<file path="src/rtl/bitselect_pkg.sv">
// Shared constants and types for the bitselect select unit.
package bitselect_pkg;

    localparam int unsigned WORD_W = 32;
    localparam int unsigned IDX_W  = $clog2(WORD_W);

    localparam logic signed [WORD_W-1:0] NOT_FOUND = -32'sd1;

    typedef enum logic [1:0] {IDLE, SCAN, DONE} bitselect_state_t;

    typedef logic [IDX_W-1:0] idx_t;
    // One extra bit so the running count can reach WORD_W.
    typedef logic [IDX_W:0]   cnt_t;

    localparam idx_t IDX_LAST = idx_t'(WORD_W - 1);

    function automatic logic rank_out_of_range(logic [WORD_W-1:0] rank);
        return (rank == '0) || (rank > WORD_W);
    endfunction

    function automatic logic signed [WORD_W-1:0] idx_to_pos(idx_t idx);
        return {{(WORD_W - IDX_W){1'b0}}, idx};
    endfunction

endpackage

</file>
<file path="src/rtl/bitselect_launch.sv">
// Rising-edge detector on a level start request; one-cycle launch pulse.
module bitselect_launch (
    input  logic clk,
    input  logic rst,
    input  logic start,
    output logic launch
);

    logic startfollow;

    always_ff @(posedge clk or negedge rst) begin
        if (!rst) begin
            startfollow <= 1'b0;
        end else begin
            startfollow <= start;
        end
    end

    assign launch = start && !startfollow;

endmodule

</file>
<file path="src/rtl/bitselect.sv">
// Iterative select: index of the k-th set bit (LSB first), one bit per cycle.
// BITSELECT_EARLY_EXIT_EN: finish on the hit edge instead of always after 32 bits.
module bitselect
    import bitselect_pkg::*;
(
    input  logic                     clk,
    input  logic                     rst,
    input  logic                     start,
    input  logic [WORD_W-1:0]        in,
    input  logic [WORD_W-1:0]        k,
    output logic                     finish,
    output logic signed [WORD_W-1:0] position
);

    logic launch;

    bitselect_launch u_launch (
        .clk    (clk),
        .rst    (rst),
        .start  (start),
        .launch (launch)
    );

    bitselect_state_t          state_q, state_d;
    idx_t                      i_q, i_d;
    cnt_t                      cnt_q, cnt_d;
    logic [WORD_W-1:0]         in_q, in_d;
    logic [WORD_W-1:0]         k_q, k_d;
    logic                      finish_q, finish_d;
    logic signed [WORD_W-1:0]  position_q, position_d;
    logic                      hit;

`ifndef BITSELECT_EARLY_EXIT_EN
    // Constant-time mode keeps the first hit aside until the scan ends.
    logic found_q, found_d;
    idx_t found_idx_q, found_idx_d;
`endif

    assign hit = in_q[i_q] && ((32'(cnt_q) + 32'd1) == k_q);

    always_comb begin
        state_d    = state_q;
        i_d        = i_q;
        cnt_d      = cnt_q;
        in_d       = in_q;
        k_d        = k_q;
        finish_d   = finish_q;
        position_d = position_q;
`ifndef BITSELECT_EARLY_EXIT_EN
        found_d     = found_q;
        found_idx_d = found_idx_q;
`endif
        if (launch) begin
            in_d     = in;
            k_d      = k;
            i_d      = '0;
            cnt_d    = '0;
            finish_d = 1'b0;
            state_d  = SCAN;
`ifndef BITSELECT_EARLY_EXIT_EN
            found_d  = 1'b0;
`endif
        end else if (state_q == SCAN) begin
`ifdef BITSELECT_EARLY_EXIT_EN
            if (rank_out_of_range(k_q)) begin
                position_d = NOT_FOUND;
                finish_d   = 1'b1;
                state_d    = DONE;
            end else if (hit) begin
                position_d = idx_to_pos(i_q);
                finish_d   = 1'b1;
                state_d    = DONE;
            end else begin
                cnt_d = cnt_q + cnt_t'(in_q[i_q]);
                i_d   = i_q + idx_t'(1);
                if (i_q == IDX_LAST) begin
                    position_d = NOT_FOUND;
                    finish_d   = 1'b1;
                    state_d    = DONE;
                end
            end
`else
            if (hit && !found_q) begin
                found_d     = 1'b1;
                found_idx_d = i_q;
            end
            cnt_d = cnt_q + cnt_t'(in_q[i_q]);
            i_d   = i_q + idx_t'(1);
            if (i_q == IDX_LAST) begin
                if (found_q) begin
                    position_d = idx_to_pos(found_idx_q);
                end else if (hit) begin
                    position_d = idx_to_pos(i_q);
                end else begin
                    position_d = NOT_FOUND;
                end
                finish_d = 1'b1;
                state_d  = DONE;
            end
`endif
        end
    end

    always_ff @(posedge clk or negedge rst) begin
        if (!rst) begin
            state_q    <= IDLE;
            i_q        <= '0;
            cnt_q      <= '0;
            in_q       <= '0;
            k_q        <= '0;
            finish_q   <= 1'b0;
            position_q <= '0;
        end else begin
            state_q    <= state_d;
            i_q        <= i_d;
            cnt_q      <= cnt_d;
            in_q       <= in_d;
            k_q        <= k_d;
            finish_q   <= finish_d;
            position_q <= position_d;
        end
    end

`ifndef BITSELECT_EARLY_EXIT_EN
    always_ff @(posedge clk or negedge rst) begin
        if (!rst) begin
            found_q     <= 1'b0;
            found_idx_q <= '0;
        end else begin
            found_q     <= found_d;
            found_idx_q <= found_idx_d;
        end
    end
`endif

    assign finish   = finish_q;
    assign position = position_q;

endmodule

</file>
<file path="config.mk">
export PLATFORM = sky130hd
export DESIGN_NAME = bitselect
export DESIGN_NICKNAME = d
export VERILOG_FILES = /design/src/rtl/bitselect_pkg.sv /design/src/rtl/bitselect_launch.sv /design/src/rtl/bitselect.sv
export SDC_FILE = /design/constraint.sdc
export NUM_CORES = 1
export LEC_CHECK = 0
export CORE_ASPECT_RATIO = 0.6
export CORE_MARGIN = 4
export CORE_UTILIZATION = 40
export CTS_CLUSTER_DIAMETER = 200
export DETAILED_ROUTE_END_ITERATION = 7
export PLACE_DENSITY = 0.69
export SYNTH_ARGS = -nofsm -noshare
export SYNTH_HDL_FRONTEND = slang
export SYNTH_SLANG_ARGS = --single-unit
export TNS_END_PERCENT = 50
</file>
<file path="constraint.sdc">
create_clock -name clk -period 2.3 [get_ports clk]
set_input_delay 0.46 -clock clk [delete_from_list [all_inputs] [get_ports clk]]
set_output_delay 0.46 -clock clk [all_outputs]
set_load 0.1 [all_outputs]
</file>
== Word level (Yosys, flattened, before mapping) ==
Cells that the tools add are included.

* Register bits: 117
* Output and inout bits: 33

* $lt $le $gt $ge: 1
* Bitwise gates (word level): 1
* Reduce and logical (&&, ||, !) cells: 12
* Equal/unequal tests: 3
* Mux-type cells: 17
* $add $sub $neg: 3

{| class="wikitable"
|+ Operator list
! operator !! count
|-
| two-way mux 32 bit || 2
|-
| == test 7 x 32 -> 1 bit || 1
|-
| two-way mux 6 bit || 2
|-
| two-way mux 5 bit || 2
|-
| adder 6 x 1 -> 7 bit, second input constant || 1
|-
| two-way mux 1 bit || 7
|-
| adder 6 x 1 -> 6 bit || 1
|-
| less-than comparator 5 x 6 -> 1 bit, second input constant || 1
|-
| two-way mux 2 bit || 3
|-
| AND reduction 3 bit || 2
|-
| nonzero test 2 bit || 3
|-
| adder 5 x 1 -> 5 bit, second input constant || 1
|-
| binary-select mux 1 bit (select 5 bit) || 1
|-
| == test 5 bit, second input constant || 1
|-
| AND reduction 2 bit || 2
|-
| logical AND 1 bit || 3
|-
| == test 2 x 1 -> 1 bit, second input constant || 1
|-
| logical NOT 1 bit || 2
|-
| inverter 1 bit || 1
|}

== Longest topological paths before layout ==
* Depth in word-level cells: 7
* Depth in mapped cells: 11
* Mapped depth without buffers: 10

== Hierarchy ==
From an unflattened synthesis, not the netlist that was laid out.

* Cell total of the unflattened synthesis: 356
* Area, all modules: 4,321.6 sq um

{| class="wikitable"
|+ By module, submodules not included
! module !! instances !! area an instance (sq um) !! cells each
|-
| bitselect || 1 || 4,282.9 || 354
|-
| bitselect_launch || 1 || 38.8 || 2
|}

== Least setup slack after synthesis ==
OpenSTA, ideal clock, no wires.

* Path type: register to register
* From: register i_q[1]
* To: register cnt_q[5]
* Library setup time: 0.078 ns
* Required time: 2.222 ns
* Arrival time: 2.291 ns
* Path slack: -0.069 ns
* Cell stages (with the launch flop): 11
* Buffers on the path: 1
* Cells stage by stage: dfrtp_1 -> buf_4 -> mux2i_1 -> a22oi_1 -> nand4b_1 -> o21ai_0 -> or2_2 -> ha_1 -> nand4_1 -> or3_1 -> a21oi_1

* Word-level cells in the longest chain between the ends: 5

{| class="wikitable"
|+ Ends and longest elaborated chain
! what !! line !! RTL
|-
| start: declaration || bitselect.sv:25 || <nowiki>idx_t i_q, i_d;</nowiki>
|-
| start signal: assignment || bitselect.sv:115 || <nowiki>i_q <= i_d;</nowiki>
|-
| binary-select mux 1 bit (select 5 bit) || bitselect.sv:87 || <nowiki>cnt_d = cnt_q + cnt_t'(in_q[i_q]);</nowiki>
|-
| two-way mux 1 bit (implied by the code) || bitselect.sv:87 ||
|-
| adder 6 x 1 -> 6 bit || bitselect.sv:87 ||
|-
| two-way mux 6 bit || bitselect.sv:63 || <nowiki>end else if (state_q == SCAN) begin</nowiki>
|-
| two-way mux 6 bit || bitselect.sv:53 || <nowiki>if (launch) begin</nowiki>
|-
| end signal: assignment || bitselect.sv:116 || <nowiki>cnt_q <= cnt_d;</nowiki>
|-
| end: declaration || bitselect.sv:26 || <nowiki>cnt_t cnt_q, cnt_d;</nowiki>
|}

Every way passes these cells. The select of a mux whose other input is x is not followed.
A chain may end at the register's enable or synchronous reset.

== Worst setup path after layout ==
* From: register cnt_q[0]
* To: register found_idx_q[4]

* Word-level cells in the longest chain between the ends: 5

{| class="wikitable"
|+ Ends and longest elaborated chain
! what !! line !! RTL
|-
| adder 6 x 1 -> 7 bit || bitselect.sv:39 || <nowiki>assign hit = in_q[i_q] && ((32'(cnt_q) + 32'd1) == k_q);</nowiki>
|-
| == test 7 x 32 -> 1 bit || bitselect.sv:39 ||
|-
| logical AND 1 bit || bitselect.sv:39 ||
|-
| logical AND 1 bit || bitselect.sv:83 || <nowiki>if (hit && !found_q) begin</nowiki>
|-
| AND reduction 3 bit (no source line) || n/a ||
|-
| end signal: assignment || bitselect.sv:131 || <nowiki>found_idx_q <= found_idx_d;</nowiki>
|-
| end: declaration || bitselect.sv:36 || <nowiki>idx_t found_idx_q, found_idx_d;</nowiki>
|}

Every way passes these cells.

==> flow_summary.yaml <==
status:
  status: "complete, but fails checks"
  violations: "negative setup slack"
logic_synthesis:
  synthCells: 497
  yosysWarnings: 0
  syn_avg_cell_area_um2: 8.859
  synth_cell_type_count: 40
  synth_seq_area_share: 0.5115
  syn_area_um2: 4403
  yosys.area.top_type: "dfrtp_1"
  yosysTopAreaCellShare: 0.5115
  synth_area_leaders: "dfrtp_1 (51%), nand2_1 (18%), buf_4 (4.6%)"
  synth_fp_nets: 569
  yosys_register_bits: 90
pwr:
  power_mw: 4.829
  power_density_nw_per_um2: 789.9
  p_leak_nw: 2.886
  peakVddDrop_uv: 400.0
route:
  wl_um: 10170
  drc: 0
  dr.first_iter.drc_count: 252
  drt.antenna.violating_nets: 0
  wl_per_cell_um: 14.09
  avgViaCountPerCell: 4.925
  vias: 3556
  first_pass_iters: 4
finish:
  antennaDiodeCount: 0
  layout-drive-gt1-share: 0.1664
  layout.cells.most_common: "nand2_1"
  nets: 650
  mostFrequentLayoutCells: "nand2_1 (209), dfrtp_1 (89), clkdlybuf4s50_1 (65)"
  synthToLayoutAreaGrowth_pct: 38.85
  fin_util: 0.5731
place:
  gp_congestion: 0.8383
  io_buffer_count: 99
  hpwlAfterDp_um: 7341
floorplan:
  io_pins: 100
  rows: 29
  die_x_um: 143.4
  core-area_um2: 10670
  start_util: 0.4127
  die_h_um: 89.27
  fp.dieArea_um2: 12810
timing:
  drv_slew: 0
  fmax_ghz: 0.4299
  setup_viol: 5
  post-route-min-period_ns: 2.326
  worstMarginPinSlew_ns: 0.6555
  rsz0062_at_grt: "true"
  finalHoldViolations: 0
  slew_headroom: 0.5630
  finalCritPeriodShare: 1.011
  layout_setup_ws_ns: -0.02620
  fin_worst_skew_ns: 0.004864
critical_path:
  cp-startpoint: "cnt_q[0]"
  start_kind: "register"
  path_class: "register to register"
  cp_data_required_time_ns: 2.53
  arrival_ns: 2.55
  crit_fanout: 5
  cp-end-kind: "register"
  reg2reg_from: "cnt_q[0]"
  r2r_slack_ns: -0.03
cts:
  htree_levels: 3
  path_clk_slew_ns: 0.06
  cts-buffers-inserted: 9
  cts_tree: "done"
  clock_sinks: 90
  root_buffer: "clkbuf_16"
  clockBufferDepth: 2
  clk_latency_ns: 0.34
  hold_buffers: 0
global_route:
  grt_pass1_wl_um: 16700
  grt.total_usage: 0.1665
  antenna_found_initial: 0
  grt_pass1_vias: 3492
  grt-ovfl-total: 0
  grt_max_degree: 80
min_path:
  hold_class: "input pin to asynchronous set/reset pin"
flow_run:
  maxCapViolCount: 0
-- cells by family (layout without fill, tap and decap cells) --
| logic type | after synthesis | count (layout) | synth area share |
|---|---|---|---|
| buffers and inverters | 59 | 145 | 0.07673 |
| multiplexers | 21 | 21 | 0.05342 |
| adder cells (fa/ha/maj) | 5 | 5 | 0.01421 |
| flip-flops | 90 | 90 | 0.5115 |
| XOR/XNOR | 10 | 10 | 0.02160 |
| AO/OA/AOI/OAI | 48 | 48 | 0.07275 |
| AND/OR/NAND/NOR | 264 | 264 | 0.2498 |
-- sequential cells by signal, indices dropped and copies added, names as in the netlist --
signal / cells
in_q: 32
k_q: 32
cnt_q: 6
position: 6
found_idx_q: 5
i_q: 5
state_q: 2
found_q: 1
u_launch.startfollow: 1
-- metrics by stage --
step | setup TNS (ns) | area, um^2 | worst slack, ns | hold slack (ns) | instances
after floorplan | 0 | 4403 | 0.01532 | 0.1644 | 497
after global placement | 0 | 5708 | 0.03972 | 0.4587 | 702
after detailed placement | -0.4346 | 5708 | -0.05290 | 0.4641 | 702
after CTS | -0.1689 | 5996 | -0.03579 | 0.1580 | 718
after global routing | -0.4854 | 6113 | -0.09155 | 0.1874 | 722
final | -0.1120 | 6113 | -0.02620 | 0.1433 | 722
-- Yosys cell counts (all sizes together) --
cell and count:
a2111o 1, a2111oi 1, a211oi 1, a21o 1, a21oi 24, a22oi 4
a31oi 3, and2b 1, and3 4, buf 37, clkbuf 14, dfrtp 90
ha 5, inv 8, mux2 5, mux2i 16, nand2 209, nand2b 4
nand3 4, nand4 7, nand4b 2, nor2 15, nor2b 5, nor3 4
nor4 5, o211ai 3, o21a 2, o21ai 6, o22ai 1, o31a 1
or2 1, or3 3, xnor2 5, xor2 5
-- layer usage --
layer	wire, um	GRT usage	share of wire
met5	0	0	0
met4	153	0.04786	0.015
met3	694	0.05772	0.068
met2	4279	0.2437	0.42
met1	5045	0.2359	0.50
-- layout make-up --
type                            instances  area [um^2]
Multi-Input combinational cell        348         1899
Fill cell                             925         4554
Sequential cell                        90         2253
Tap cell                              139        173.9
Timing Repair Buffer                  121         1476
Inverter                                8        30.03
Clock buffer                           10        239.0
Clock inverter                          6        41.29
-- final timing paths --
kind	depth (start not counted)	endpoint
max in group asynchronous	2	k_q[14]
worst max-delay path	7	found_idx_q[4]
worst max register to register	7	found_idx_q[4]
min in group clk	2	k_q[17]
worst min register to register	2	k_q[17]
worst min-delay path	1	in_q[28]
-- critical path, stage by stage (launching register included) --
cell	delay (ns)
dfrtp_1	0.38
ha_1	0.31
xnor2_1	0.16
nand4_1	0.12
a2111o_1	0.41
a2111oi_4	0.31
o211ai_4	0.20
mux2_4	0.33
-- power breakdown --
part | leakage (nW) | internal [mW] | switching (mW)
combinational | 1.62 | 0.731 | 0.770
clock | 0.131 | 0.761 | 0.614
sequential | 1.14 | 1.78 | 0.174
total | 2.89 | 3.27 | 1.56
-- repair_timing --
item | 4_1_cts | 5_1_grt
setup endpoints to repair | 12 | 16
gates cloned | 0 | 1
gates resized for setup | 2 | 16
setup buffers | 0 | 3
pin swaps | 1 | 7
Power figures use the tool's default switching activity.
